[src/rtl/mc_ctrl_pkg.sv]
// rtl/mc_ctrl_pkg.sv - opcode constants and state encoding for the multi-cycle control sequencer
package mc_ctrl_pkg;

  localparam logic [4:0] OP_ALU  = 5'b00000;
  localparam logic [4:0] OP_ADDI = 5'b00101;
  localparam logic [4:0] OP_SW   = 5'b00111;
  localparam logic [4:0] OP_LW   = 5'b01000;

  typedef enum logic [2:0] {
    IDLE   = 3'd0,
    FETCH  = 3'd1,
    DECODE = 3'd2,
    EXEC   = 3'd3,
    MEM    = 3'd4,
    WB     = 3'd5
  } mc_state_e;

endpackage

[src/rtl/mc_op_classify.sv]
// rtl/mc_op_classify.sv - combinational opcode classifier for the control sequencer
module mc_op_classify
  import mc_ctrl_pkg::*;
(
  input  logic [4:0] op,
  output logic       is_alu,
  output logic       is_addi,
  output logic       is_sw,
  output logic       is_lw,
  output logic       is_illegal
);

  always_comb begin
    is_alu     = (op == OP_ALU);
    is_addi    = (op == OP_ADDI);
    is_sw      = (op == OP_SW);
    is_lw      = (op == OP_LW);
    is_illegal = !(is_alu || is_addi || is_sw || is_lw);
  end

endmodule

[src/rtl/mc_control_fsm.sv]
// rtl/mc_control_fsm.sv - FETCH/DECODE/EXEC/MEM/WB sequencer for the shared memory port
// Optional memory-wait abort is compiled in with MC_CTRL_TIMEOUT_EN.
module mc_control_fsm
  import mc_ctrl_pkg::*;
#(
  parameter int MEM_TIMEOUT = 16
) (
  input  logic       clock,
  input  logic       reset_n,
  input  logic       run,
  input  logic [4:0] opcode,
  input  logic       mem_ready,
  output logic       mem_req,
  output logic       mem_we,
  output logic       mem_addr_sel,
  output logic       ir_we,
  output logic       pc_we,
  output logic       rf_we,
  output logic       rf_wd_sel,
  output logic       alu_inb_sel,
  output logic       instr_done,
  output logic       illegal_op,
  output logic       busy,
  output logic       bus_err
);

  mc_state_e  state;
  mc_state_e  state_next;
  logic [4:0] op_q;
  logic [4:0] dec_op;
  logic       is_alu;
  logic       is_addi;
  logic       is_sw;
  logic       is_lw;
  logic       is_illegal;
  logic       timeout_hit;
  logic       uses_imm;
  mc_state_e  retire_next;

  // DECODE must judge the opcode being captured; later states only see op_q.
  assign dec_op = (state == DECODE) ? opcode : op_q;

  mc_op_classify u_classify (
    .op         (dec_op),
    .is_alu     (is_alu),
    .is_addi    (is_addi),
    .is_sw      (is_sw),
    .is_lw      (is_lw),
    .is_illegal (is_illegal)
  );

  assign uses_imm    = is_addi || is_sw || is_lw;
  assign retire_next = run ? FETCH : IDLE;
  assign busy        = (state != IDLE);

  always_ff @(posedge clock) begin
    if (!reset_n) begin
      state <= IDLE;
      op_q  <= 5'd0;
    end else begin
      state <= state_next;
      if (state == DECODE) begin
        op_q <= opcode;
      end
    end
  end

`ifdef MC_CTRL_TIMEOUT_EN
  localparam int CNT_W = $clog2(MEM_TIMEOUT + 1);

  logic [CNT_W-1:0] wait_cnt;

  // Counts unanswered request cycles; any state change restarts it.
  always_ff @(posedge clock) begin
    if (!reset_n) begin
      wait_cnt <= '0;
    end else if (state_next != state) begin
      wait_cnt <= '0;
    end else if ((state == FETCH || state == MEM) && !mem_ready) begin
      wait_cnt <= wait_cnt + 1'b1;
    end
  end

  assign timeout_hit = (wait_cnt == CNT_W'(MEM_TIMEOUT));
`else
  // Without the counter the sequencer waits on memory forever.
  assign timeout_hit = 1'b0 && (MEM_TIMEOUT != 0);
`endif

  always_comb begin
    state_next   = state;
    mem_req      = 1'b0;
    mem_we       = 1'b0;
    mem_addr_sel = 1'b0;
    ir_we        = 1'b0;
    pc_we        = 1'b0;
    rf_we        = 1'b0;
    rf_wd_sel    = 1'b0;
    alu_inb_sel  = 1'b0;
    instr_done   = 1'b0;
    illegal_op   = 1'b0;
    bus_err      = 1'b0;

    case (state)
      IDLE: begin
        if (run) begin
          state_next = FETCH;
        end
      end

      FETCH: begin
        mem_req = 1'b1;
        if (mem_ready) begin
          ir_we      = 1'b1;
          pc_we      = 1'b1;
          state_next = DECODE;
        end else if (timeout_hit) begin
          bus_err    = 1'b1;
          state_next = IDLE;
        end
      end

      DECODE: begin
        if (is_illegal) begin
          illegal_op = 1'b1;
          state_next = retire_next;
        end else begin
          state_next = EXEC;
        end
      end

      EXEC: begin
        alu_inb_sel = uses_imm;
        state_next  = (is_alu || is_addi) ? WB : MEM;
      end

      MEM: begin
        mem_req      = 1'b1;
        mem_addr_sel = 1'b1;
        mem_we       = is_sw;
        alu_inb_sel  = 1'b1;
        if (mem_ready) begin
          if (is_sw) begin
            instr_done = 1'b1;
            state_next = retire_next;
          end else begin
            state_next = WB;
          end
        end else if (timeout_hit) begin
          bus_err    = 1'b1;
          state_next = IDLE;
        end
      end

      WB: begin
        rf_we       = 1'b1;
        rf_wd_sel   = is_lw;
        alu_inb_sel = uses_imm;
        instr_done  = 1'b1;
        state_next  = retire_next;
      end

      default: begin
        state_next = IDLE;
      end
    endcase
  end

endmodule

[config.mk]
export PLATFORM = sky130hd
export DESIGN_NAME = mc_control_fsm
export DESIGN_NICKNAME = d
export VERILOG_FILES = /design/src/rtl/mc_ctrl_pkg.sv /design/src/rtl/mc_op_classify.sv /design/src/rtl/mc_control_fsm.sv
export SDC_FILE = /design/constraint.sdc
export NUM_CORES = 1
export LEC_CHECK = 0
export BUFFER_PORTS_ARGS = -buffer_cell sky130_fd_sc_hd__buf_2
export CAP_MARGIN = 20
export CORE_MARGIN = 2
export CORE_UTILIZATION = 42
export CTS_CLUSTER_DIAMETER = 100
export DETAILED_ROUTE_END_ITERATION = 7
export GPL_TIMING_DRIVEN = 0
export PLACE_DENSITY = 0.72
export SETUP_SLACK_MARGIN = 0.5
export SYNTH_ARGS = -nofsm -noshare
export SYNTH_HDL_FRONTEND = slang
export SYNTH_HIERARCHICAL = 1
export SYNTH_SLANG_ARGS = --single-unit
[constraint.sdc]
create_clock -name clock -period 2.3 [get_ports clock]
set_input_delay 0.345 -clock clock [delete_from_list [all_inputs] [get_ports clock]]
set_output_delay 0.345 -clock clock [all_outputs]
set_load 0.1 [all_outputs]
After elaboration in Yosys (flattened, before gate mapping)
Index checks and enable logic that the tools add are counted.

operators by class
  reductions and logical operators = 11
  mux-type cells = 22
  eq/ne operators = 11

operators by type and width
  operator                                                         count
  3-bit case mux with 6 select lines                               1
  1-bit 2-to-1 mux                                                 13
  3-bit 2-to-1 mux                                                 4
  5-bit by 3-bit == test with 1-bit output, second input constant  2
  3-bit by 2-bit == test with 1-bit output, second input constant  2
  3-bit == test, second input constant                             2
  2-bit != test, second input constant                             3
  5-bit by 4-bit == test with 1-bit output, second input constant  1
  5-bit zero test                                                  1
  1-bit logical OR                                                 5
  5-bit 2-to-1 mux                                                 1
  1-bit case mux with 2 select lines                               2
  2-bit OR reduction                                               2
  3-bit by 1-bit == test with 1-bit output, second input constant  1
  3-bit zero test                                                  1
  3-bit AND reduction                                              1
  3-bit nonzero test                                               1
  2-bit 2-to-1 mux                                                 1

word-level totals
  flip-flop bits (word level) = 8
  output and inout bits = 12
  input bits = 9
  logic and storage cells = 46

Depth between registers and ports, before layout
Gate-level depths: netlist (run 1).

  word-level depth = 8
  depth in mapped cells = 7
  mapped depth without buffers = 7

Hierarchy
The synthesis (run 1) kept the hierarchy.

modules (own cells, without submodules)
  module          times used  area each (sq um)  cells each  seq. area each (sq um)
  mc_control_fsm  1           519.2              60          160.2
  mc_op_classify  1           63.8               8           0.0

Worst setup path after synthesis (run 1)
Ideal clock, no wire load.

  kind = flip-flop to output port
  start point = reg state[0]
  end point = out alu_inb_sel
  arrival time = 3773 ps
  cell stages (with the launch flop) = 7
  buffers on the path = 0
  slack = -1818 ps
  cells stage by stage = dfxtp_1 > nor3b_4 > mux2_2 > or3_4 > nor3b_2 > nor3_1 > o21ai_0

RTL lines
  element                                   RTL line               text
  start: declaration                        mc_control_fsm.sv:27   mc_state_e state;
  start signal: assignment                  mc_control_fsm.sv:61   state <= state_next;
  3-bit by 2-bit == test with 1-bit output  mc_control_fsm.sv:41   assign dec_op = (state == DECODE) ? opcode : op_q;
  5-bit 2-to-1 mux                          --
  net dec_op[2]                             mc_control_fsm.sv:30   logic [4:0] dec_op;
  5-bit by 4-bit == test with 1-bit output  mc_op_classify.sv:17   is_lw = (op == OP_LW);
  net is_lw                                 mc_control_fsm.sv:34   logic is_lw;
  1-bit logical OR                          mc_control_fsm.sv:52   assign uses_imm = is_addi || is_sw || is_lw;
  1-bit case mux with 2 select lines        mc_control_fsm.sv:104  case (state)
  end: declaration                          mc_control_fsm.sv:20   output logic alu_inb_sel,

The timed path passes the listed nets, and every way through them passes these cells.

Worst setup path in the final report (run 1)
  start point = reg state[2]
  end point = out alu_inb_sel

Same word-level chain as after synthesis.

==> metrics.md, run 1 <==
| Metric | Value |
|---|---|
| Outcome | finished, violations left |
| Failing checks | setup timing |
| Post-detail-place hpwl | 1020 um |
| Vias | 626 |
| Hold Crit Start | reset_n |
| Height of the die | 41.3 um |
| Psw | 0.000240 W |
| Most frequent cells in the layout | 9 x buf_2, 9 x buf_4, 9 x buf_12 |
| CP Cell Sequence | nor3b_4 -> buf_6 -> mux2_4 -> or3_4 -> nor3b_4 -> nor3_4 -> a21o_1 -> o21ai_4 -> buf_12 |
| Startpoint types | register |
| Internal power | 0.000337 W |
| Gate power share | 54.3% |
| Setup CP Type | reg -> out |
| Nature of the critical path endpoint | output pin |
| Number of global-route vias before repair | 564 |
| FF+latch count, synth | 8 |
| Global route overflow | 0 |
| Syn Nets | 77 |
| Proportion of layout cells with a drive suffix above 1 | 64.6% |
| TritonCTS clock tree | yes |
| Max Cap Viol | 0 |
| Tot GR Track Use | 24.3% |
| Pin count of the biggest net entering global routing | 11 |
| Arrival time worst endpoint | 2.44 ns |
| First-pass GRT wire length | 2640 um |
| Seq/Total Area, Yosys | 27.5% |
| Pre-CTS setup slack | -0.576 ns |
| Reg2reg setup slack | 0.10 ns |
| Synth Flop Type | dfxtp_1 |
| Worst path required time | 1.96 ns |
| Yosys cell types | 33 |
| Cells after Synth | 68 |
| DRC | 0 |
| Fin. max-slew vios | 0 |
| Synth warn | 6 |
| Global placement routability congestion | 0.719 |
| CTS Buffer Depth | 2 |
| Core area | 0.00130 mm^2 |
| Achievable frequency | 359 MHz |
| Leakage | 0.452 nW |
| Nets | 110 |
| Final hold violation count | 0 |
| DR WL/cell | 16.1 um |
| CTS root buf | clkbuf_4 |
| Hold Path Class | in -> reg |
| Post-synth EDFFs | 0 |
| Path depth of the worst reg2reg path | 10 |
| Clk pwr share | 19.4% |
| WL final | 1840 um |
| Crit path time final | 2.78 ns |
| Total die area | 0.00170 mm^2 |
| Maximum vdd ir drop | 445 uV |
| Capturing point of the worst reg2reg path | state[0] |
| Clk sinks | 8 |
| TritonRoute pass-1 iters | 4 |
| Final Util | 83.5% |
| DRT iter0 DRCs | 17 |
| DR vias/cell | 5.49 |
| Count of input and output buffers | 19 |
| Worst Slack Setup Final | -0.483 ns |
| Final period util | 121% |
| I/O pin total | 21 |
| Fraction of registers with async set/reset | 0% |
| Initial antenna violation count | 0 |
| CP dominant cell by count | nor3b_4 |
| Sequential share of power | 26.3% |
| Cell Area, Synth | 583 um^2 |
| Worst R2R Start | state[2] |
| Layout area overhead | 86.3% |
| Remaining antenna violation count | 0 |
| # hold bufs at CTS | 0 |
| WHS Path Cells | 2 |
| Row count | 13 |
| Final std cells w/o fill | 114 |
| TNS Setup | -1.82 ns |
| # placed instances | 102 |
| Die Wd | 41.3 um |
| Slowest stage delay, CP | 0.41 ns |
| ANT cells | 0 |
| Delay-heaviest family, CP | simple AND/OR/NAND/NOR gates |
| Final setup viols | 5 |
| CP max stage cell | or3_4 |
| Initial core utilization | 44.8% |
| Setup Skew | 0.00526 ns |
| Synthesized area per cell | 8.57 um^2 |
| RSZ-0062 raised after global routing | yes |
| Skew-Pair Late Insertion Delay | 0.26 ns |
| H-tree lvl count | 1 |
| Worst Hold End | op_q[3] |
| Clk slew on worst S/H paths | 0.06 ns |
| Bufs and invs on worst path | 2 |
| Switch share | 41.5% |
| CTS buffer count | 3 |
| Critical Path Fanout Max | 5 |
| P per Cell Area | 532 mW/mm^2 |
power groups by stage:
stage,logic [W],clock network (W),registers (W)
final,0.000313,0.000112,0.000152
after global routing,0.000326,0.000115,0.000153
after CTS,0.000288,0.000111,0.000152
after detailed placement,0.000219,0,0.000158
after global placement,0.000217,0,0.000157
after floorplan,0.000188,0,0.000155
state kept, by name, indices dropped and copies added (netlist names):
register  cells
op_q          5
state         3
metrics by stage:
step	hold slack [ns]	cell area [um^2]	total power [W]
final	0.395	1090	0.000577
after global routing	0.415	1090	0.000594
after CTS	0.377	1040	0.000552
after detailed placement	0.592	782	0.000377
after global placement	0.583	782	0.000374
after floorplan	0.467	668	0.000344
layout make-up:
type	count	area [um^2]
multi-input combinational	54	510
timing repair buffer	28	309
fill	64	215
sequential	8	166
buffer	5	55.1
clock buffer	3	22.5
tap	15	18.8
inverter	1	3.75
timing repair:
item	in CTS	in global routing
setup endpoints to repair	14	14
resized for setup	55	5
setup buffers	6	3
pin swaps	4	3
worst register-to-register path, cell delays in order, from the launching register on:
cell and delay [ns]:
dfxtp_2 0.33, nor3b_4 0.20, buf_6 0.15, mux2_4 0.31, buf_4 0.13, buf_4 0.14
nor4_1 0.33, nor2_2 0.09, nand2_1 0.08, o221ai_1 0.14, a31oi_1 0.20
synthesized netlist by cell type, types with 2 or more instances:
cell      instances  share of area [%]
buf_2             3                2.6
nor2_1            4                2.6
nor3b_1           2                2.6
mux2_2            5                9.7
buf_4             2                2.6
nand2_1           2                1.3
nor2b_1           3                3.2
dfxtp_1           8                 27
a21oi_1           4                3.4
nand2b_1          3                3.2
and2_1            9                9.7
nor3_1            2                1.7
worst max-delay path by stage:
stage,slack (ns),endpoint,start,cells past startpoint
3_5_place_dp,-0.58,alu_inb_sel,state[1],8
2_1_floorplan,-0.23,alu_inb_sel,state[0],6
4_1_cts,-0.48,alu_inb_sel,state[2],9
3_3_place_gp,-0.54,alu_inb_sel,state[1],8
5_1_grt,-0.55,alu_inb_sel,state[0],9
6_report,-0.48,alu_inb_sel,state[2],9
cell families after synthesis:
family | Yosys count | synth area share (%)
compound gates | 12 | 13.3
flops | 8 | 27.5
mux | 6 | 11.6
other cells | 1 | 0.643
buf+inv | 6 | 5.79
simple gates | 35 | 41.2
metal layers:
metal  share of wire [%]  track usage, %
met1                  41            29.0
met2                  52            43.8
met3                 5.4            7.07
met4                 1.4            2.42
met5                   0               0
(Power assumes the default switching activity.)
==> inputs of run 2 (changes only) <==
Settings changed: SETUP_SLACK_MARGIN 0.5 to not set.
==> run 2 against run 1 <==
Net effect: the flow still finishes with violations (setup timing); non-clock buffer count rose by 6; fmax fell by 0.24%; first-iteration DRC count fell by 35%; final cell count rose by 5.3%.
==> metrics.md, run 2 (same netlist as run 1, synthesis figures left out) <==
| Metric | Value |
|---|---|
| Pre-CTS setup slack | -0.498 ns (+0.0775 ns) |
| Final hold violation count | 0 (unchanged) |
| DRC | 0 (unchanged) |
| Startpoint types | register |
| Max Cap Viol | 0 (unchanged) |
| Outcome | finished, violations left |
| Clk sinks | 8 (unchanged) |
| WL final | 1880 um (+2.1%) |
| Proportion of layout cells with a drive suffix above 1 | 67.6% (+3.0 points) |
| Row count | 13 (unchanged) |
| Tot GR Track Use | 24.2% (-0.057 points) |
| DR WL/cell | 15.6 um (-3.0%) |
| Worst Hold End | state[0] |
| Final setup viols | 7 (+2) |
| RSZ-0062 raised after global routing | yes |
| Arrival time worst endpoint | 2.45 ns (about the same) |
| Initial antenna violation count | 0 (unchanged) |
| GR peak layer | met2 |
| Critical Path Fanout Max | 4 (-1) |
| ANT cells | 0 (unchanged) |
| Fin. max-slew vios | 0 (unchanged) |
| Setup Skew | 0.00439 ns (-0.000877 ns) |
| CTS root buf | clkbuf_4 |
| Final period util | 121% (+0.30 points) |
| DRT iter0 DRCs | 11 (-6) |
| Skew-Pair Late Insertion Delay | 0.25 ns (about the same) |
| DR vias/cell | 5.63 (+2.6%) |
| # hold bufs at CTS | 0 (unchanged) |
| Number of global-route vias before repair | 590 (+4.6%) |
| CP Cell Sequence | nor3b_4 -> buf_6 -> mux2_4 -> or3_4 -> nor3b_4 -> nor3_4 -> a21o_1 -> o21ai_4 -> buf_12 |
| Height of the die | 41.3 um (unchanged) |
| Final Util | 82.8% (-0.67 points) |
| I/O pin total | 21 (unchanged) |
| Max FFs per register | 5 (unchanged) |
| Total die area | 0.00170 mm^2 (unchanged) |
| CP max stage cell | or3_4 |
| TritonRoute pass-1 iters | 4 (unchanged) |
| TritonCTS clock tree | yes |
| Count of input and output buffers | 19 (unchanged) |
| Remaining antenna violation count | 0 (unchanged) |
| Worst R2R Start | state[0] |
| Worst Slack Setup Final | -0.490 ns (-0.00682 ns) |
| Largest registers | op_q (5), state (3) |
| Top reg by flops | op_q |
| Path depth of the worst reg2reg path | 13 (+3) |
| P per Cell Area | 525 mW/mm^2 (-1.3%) |
| Nets | 116 (+5.5%) |
| Maximum vdd ir drop | 477 uV (+7.1%) |
| First-pass GRT wire length | 2620 um (-0.49%) |
| Setup CP Type | reg -> out |
| WHS | 0.384 ns (-0.0113 ns) |
| Post-detail-place hpwl | 991 um (-2.8%) |
| Core area | 0.00130 mm^2 (unchanged) |
| Most frequent cells in the layout | 17 x buf_2, 13 x buf_4, 6 x and2_1, 6 x buf_12 |
| CP dominant cell by count | nor3b_4 |
| Achievable frequency | 358 MHz (-0.24%) |
| Met2 usage | 44.1% (+0.39 points) |
| Vias | 676 (+8.0%) |
| Die Wd | 41.3 um (unchanged) |
| Leakage | 0.474 nW (+4.9%) |
| Clk slew on worst S/H paths | 0.06 ns (about the same) |
| WHS Path Cells | 3 (+1) |
| Commonest non-fill, non-tap cell in the layout | buf_2 |
| Slowest stage delay, CP | 0.41 ns (about the same) |
| Post-Layout Inst Area | 0.00108 mm^2 (-0.81%) |
| Met1 Track Usage GR | 27.9% (-1.1 points) |
| Dpl cell area | 761 um^2 (-2.7%) |
| H-tree lvl count | 1 (unchanged) |
| CTS buffer count | 3 (unchanged) |
| Global placement routability congestion | 0.678 (-5.7%) |
| Initial core utilization | 44.8% (unchanged) |
| Capturing point of the worst reg2reg path | state[1] |
| Layout area overhead | 84.8% |
| Hold Crit Start | reset_n |
| CTS Buffer Depth | 2 (unchanged) |
| Met3 GRT Util | 1.63% (-5.4 points) |
| Failing checks | setup timing |
| Worst path required time | 1.96 ns (about the same) |
| Pin count of the biggest net entering global routing | 11 (unchanged) |
| Overall power | 0.000565 W (-2.1%) |
| Crit path time final | 2.79 ns (+0.00682 ns) |
| Global route overflow | 0 (unchanged) |
| Nature of the critical path endpoint | output pin |
| Hold Path Class | in -> reg |
| Reg2reg setup slack | -0.11 ns (-0.21 ns) |
==> run 2: power breakdown <==
| group | internal (W) | total [W] | leakage, nW | switching [W] |
|---|---|---|---|---|
| Sequential | 0.000148 | 0.000153 | 0.0665 | 0.00000502 |
| Clock | 0.0000599 | 0.000110 | 0.0138 | 0.0000498 |
| Combinational | 0.000121 | 0.000303 | 0.394 | 0.000182 |
| Total | 0.000329 | 0.000565 | 0.474 | 0.000236 |
==> run 2: metal layers <==
| layer | part of all wire [%] | routed length (um) | up-vias |
|---|---|---|---|
| met5 | 0 | 0 | - |
| met4 | 3.3 | 61 | 0 |
| met3 | 4.7 | 88 | 8 |
| met2 | 52 | 973 | 31 |
| met1 | 40 | 751 | 326 |
| li1 | - | - | 311 |
==> run 2: final cells by class <==
type / instances / area (um^2)
well taps: 15 / 18.8
flip-flops and latches: 8 / 166
inverters: 1 / 3.75
multi-input cells: 54 / 529
fillers: 91 / 224
repair buffers: 34 / 303
plain buffers: 5 / 33.8
clock buffers: 3 / 22.5
==> run 2: worst max-delay path by stage <==
| stage | from | end | slack, ns | depth (start not counted) |
|---|---|---|---|---|
| 2_1_floorplan | state[0] | alu_inb_sel | -0.23 | 6 |
| 3_3_place_gp | state[1] | alu_inb_sel | -0.50 | 8 |
| 3_5_place_dp | state[1] | alu_inb_sel | -0.50 | 8 |
| 4_1_cts | state[0] | alu_inb_sel | -0.43 | 9 |
| 5_1_grt | state[2] | alu_inb_sel | -0.58 | 9 |
| 6_report | state[0] | alu_inb_sel | -0.49 | 9 |
==> run 2: per-stage QoR <==
stage	instances	TNS [ns]
floorplan	68	-0.530
global route	120	-2.49
detailed placement	102	-1.65
global placement	102	-1.67
CTS	117	-1.43
finish	120	-1.84
==> run 2: repair_timing <==
| action | CTS | global route |
|---|---|---|
| setup endpoints to repair | 6 | 7 |
| resized for setup | 37 | 8 |
| pin swaps | 12 | 5 |
| setup buffers | 12 | 4 |
==> run 2: critical path: cells and delay by family, from the launching register on <==
family                 cells  cell delay, ns
and+or+nand+nor            4            0.90
muxes                      1            0.31
DFF                        1            0.35
buffers and inverters      2            0.34
AOI/OAI and AO/OA          2            0.29
==> inputs of run 3 (changes only) <==
Settings changed: CELL_PAD_IN_SITES_DETAIL_PLACEMENT set to 1, CELL_PAD_IN_SITES_GLOBAL_PLACEMENT set to 2, CORE_UTILIZATION 42 to 24, PLACE_DENSITY 0.72 to not set, PLACE_DENSITY_LB_ADDON set to 0.1.
==> run 3 against run 2 <==
Net effect: the flow still finishes with violations (setup timing); fmax grew 0.70%; flip-flop and latch count is the same; sequential share of layout area grew 2.1 points; register-to-register slack gained 0.28 ns; global-route usage shrank 11 points; highest routed layer is now met3.
==> metrics.md, run 3 (same netlist as run 1, synthesis figures left out) <==
| Metric | Value |
|---|---|
| Outcome | finished, violations left |
| Failing checks | setup timing |
| TNS Setup | -1.65 ns (+0.192 ns) |
| Slowest stage delay, CP | 0.40 ns (about the same) |
| DRT iter0 DRCs | 6 (-5) |
| Delay-heaviest family, CP | simple AND/OR/NAND/NOR gates |
| Final hold violation count | 0 (unchanged) |
| DRC | 0 (unchanged) |
| Proportion of layout cells with a drive suffix above 1 | 58.8% (-8.9 points) |
| Commonest non-fill, non-tap cell in the layout | buf_2 |
| Achievable frequency | 361 MHz (+0.70%) |
| Max FFs per register | 5 (unchanged) |
| CP dominant cell by count | nor3b_4 |
| Reg2reg setup slack | 0.17 ns (+0.28 ns) |
| CP max stage cell | or3_4 |
| Global route overflow | 0 (unchanged) |
| Die Wd | 53.3 um (+29%) |
| Nets | 108 (-6.9%) |
| H-tree lvl count | 1 (unchanged) |
| Psw | 0.000212 W (-10%) |
| Core area | 0.00225 mm^2 (+73%) |
| CTS Buffer Depth | 2 (unchanged) |
| Leakage | 0.407 nW (-14%) |
| Vias | 583 (-14%) |
| Post-detail-place hpwl | 1170 um (+18%) |
| Fin. max-slew vios | 0 (unchanged) |
| P per Cell Area | 529 mW/mm^2 (+0.79%) |
| Remaining antenna violation count | 0 (unchanged) |
| TritonRoute pass-1 iters | 3 (-1) |
| Pin count of the biggest net entering global routing | 11 (unchanged) |
| Tot GR Track Use | 13.1% (-11 points) |
| Height of the die | 53.3 um (+29%) |
| Largest registers | op_q (5), state (3) |
| Startpoint types | register |
| Nature of the critical path endpoint | output pin |
| Clk pwr share | 21.3% (+1.9 points) |
| Layout area overhead | 62.2% |
| Worst path required time | 1.96 ns (about the same) |
| Count of input and output buffers | 19 (unchanged) |
| CTS buffer count | 3 (unchanged) |
| # hold bufs at CTS | 0 (unchanged) |
| I/O pin total | 21 (unchanged) |
| Global placement routability congestion | 0.702 (+3.6%) |
| DR WL/cell | 12.6 um (-19%) |
| Initial antenna violation count | 0 (unchanged) |
| ANT cells | 0 (unchanged) |
| Clk sinks | 8 (unchanged) |
| Gate power share | 48.1% (-5.5 points) |
| RSZ-0062 raised after global routing | yes |
| Post-Layout Inst Area | 946 um^2 (-12%) |
| Arrival time worst endpoint | 2.43 ns (-0.02 ns) |
| CTS root buf | clkbuf_4 |
| Clk slew on worst S/H paths | 0.05 ns (about the same) |
| WL final | 1570 um (-16%) |
| DR vias/cell | 4.66 (-17%) |
| Internal power | 0.000288 W (-12%) |
| CP Cell Sequence | nor3b_4 -> buf_6 -> mux2_4 -> or3_4 -> nor3b_4 -> nor3_2 -> buf_4 -> o21ai_4 -> buf_12 |
| Most frequent cells in the layout | 17 x buf_2, 7 x buf_4, 6 x and2_1 |
| Total die area | 0.00284 mm^2 (+67%) |
| Critical Path Fanout Max | 4 (unchanged) |
| Skew-Pair Late Insertion Delay | 0.25 ns (about the same) |
| Dpl cell area | 777 um^2 (+2.1%) |
| Top reg by flops | op_q |
| Hold Path Class | in -> reg |
| Pre-CTS setup slack | -0.602 ns (-0.104 ns) |
| Worst Slack Setup Final | -0.471 ns (+0.0194 ns) |
| Final setup viols | 5 (-2) |
| Initial core utilization | 25.9% (-19 points) |
| Row count | 17 (+4) |
| Crit path time final | 2.77 ns (-0.0194 ns) |
| First-pass GRT wire length | 2650 um (+1.0%) |
| Setup CP Type | reg -> out |
| Overall power | 0.000500 W (-12%) |
| Max Cap Viol | 0 (unchanged) |
| Number of global-route vias before repair | 571 (-3.2%) |
| Final period util | 120% (-0.84 points) |
| WHS | 0.392 ns (+0.00860 ns) |
| Bufs and invs on worst path | 3 (+1) |
| Maximum vdd ir drop | 252 uV (-47%) |
| Sequential share of power | 30.6% (+3.6 points) |
| Setup Skew | 0.00440 ns (+0.0000131 ns) |
| TritonCTS clock tree | yes |
| Switch share | 42.5% (+0.62 points) |
-- run 3: cell count changes in the layout (fill, tap and decap cells not counted), sizes merged --
cell and delta:
buf -8
-- run 3: path summary, 6_finish.rpt --
path,to,startpoint,cells past startpoint
max,alu_inb_sel,state[0],9
min,state[0],reset_n,3
max reg2reg,state[2],state[0],8
min reg2reg,op_q[2],op_q[2],2
-- run 3: cell type report --
class | instances | area (um^2)
Buffer | 5 | 33.8
Clock buffer | 3 | 22.5
Fill cell | 286 | 1310
Inverter | 1 | 3.75
Multi-Input combinational cell | 54 | 467
Sequential cell | 8 | 166
Tap cell | 28 | 35.0
Timing Repair Buffer | 26 | 218
-- run 3: routing by layer --
| layer | vias up | track usage, % | wire length, um |
|---|---|---|---|
| li1 | 295 | - | - |
| met1 | 274 | 16.8 | 753 |
| met2 | 14 | 20.0 | 764 |
| met3 | 0 | 2.54 | 57 |
| met4 | 0 | 7.69 | 0 |
| met5 | - | 0 | 0 |
-- run 3: repair_timing --
item,4_1_cts,5_1_grt
pin swaps,5,0
gates resized for setup,27,1
endpoints found under the setup margin,7,5
setup buffers,7,0
-- run 3: through the flow --
stage / util [%] / instances
floorplan: - / 68
global placement: 34.5 / 115
detailed placement: 34.5 / 115
CTS: 42.0 / 125
global route: 42.0 / 125
finish: 42.0 / 125
-- run 3: power by group through the flow --
stage / clock [W] / combinational (W) / sequential [W]
after floorplan: 0 / 0.000181 / 0.000155
after global placement: 0 / 0.000213 / 0.000158
after detailed placement: 0 / 0.000214 / 0.000158
after CTS: 0.000112 / 0.000242 / 0.000152
after global routing: 0.000124 / 0.000256 / 0.000153
final: 0.000106 / 0.000241 / 0.000153
-- run 3: worst reg2reg max path: cells and delay by family, from the launching register on --
family,cells,cell delay [ns]
AND/OR/NAND/NOR,4,0.72
AO/OA/AOI/OAI,2,0.50
flip-flops,1,0.35
multiplexers,1,0.32
buffers and inverters,1,0.15
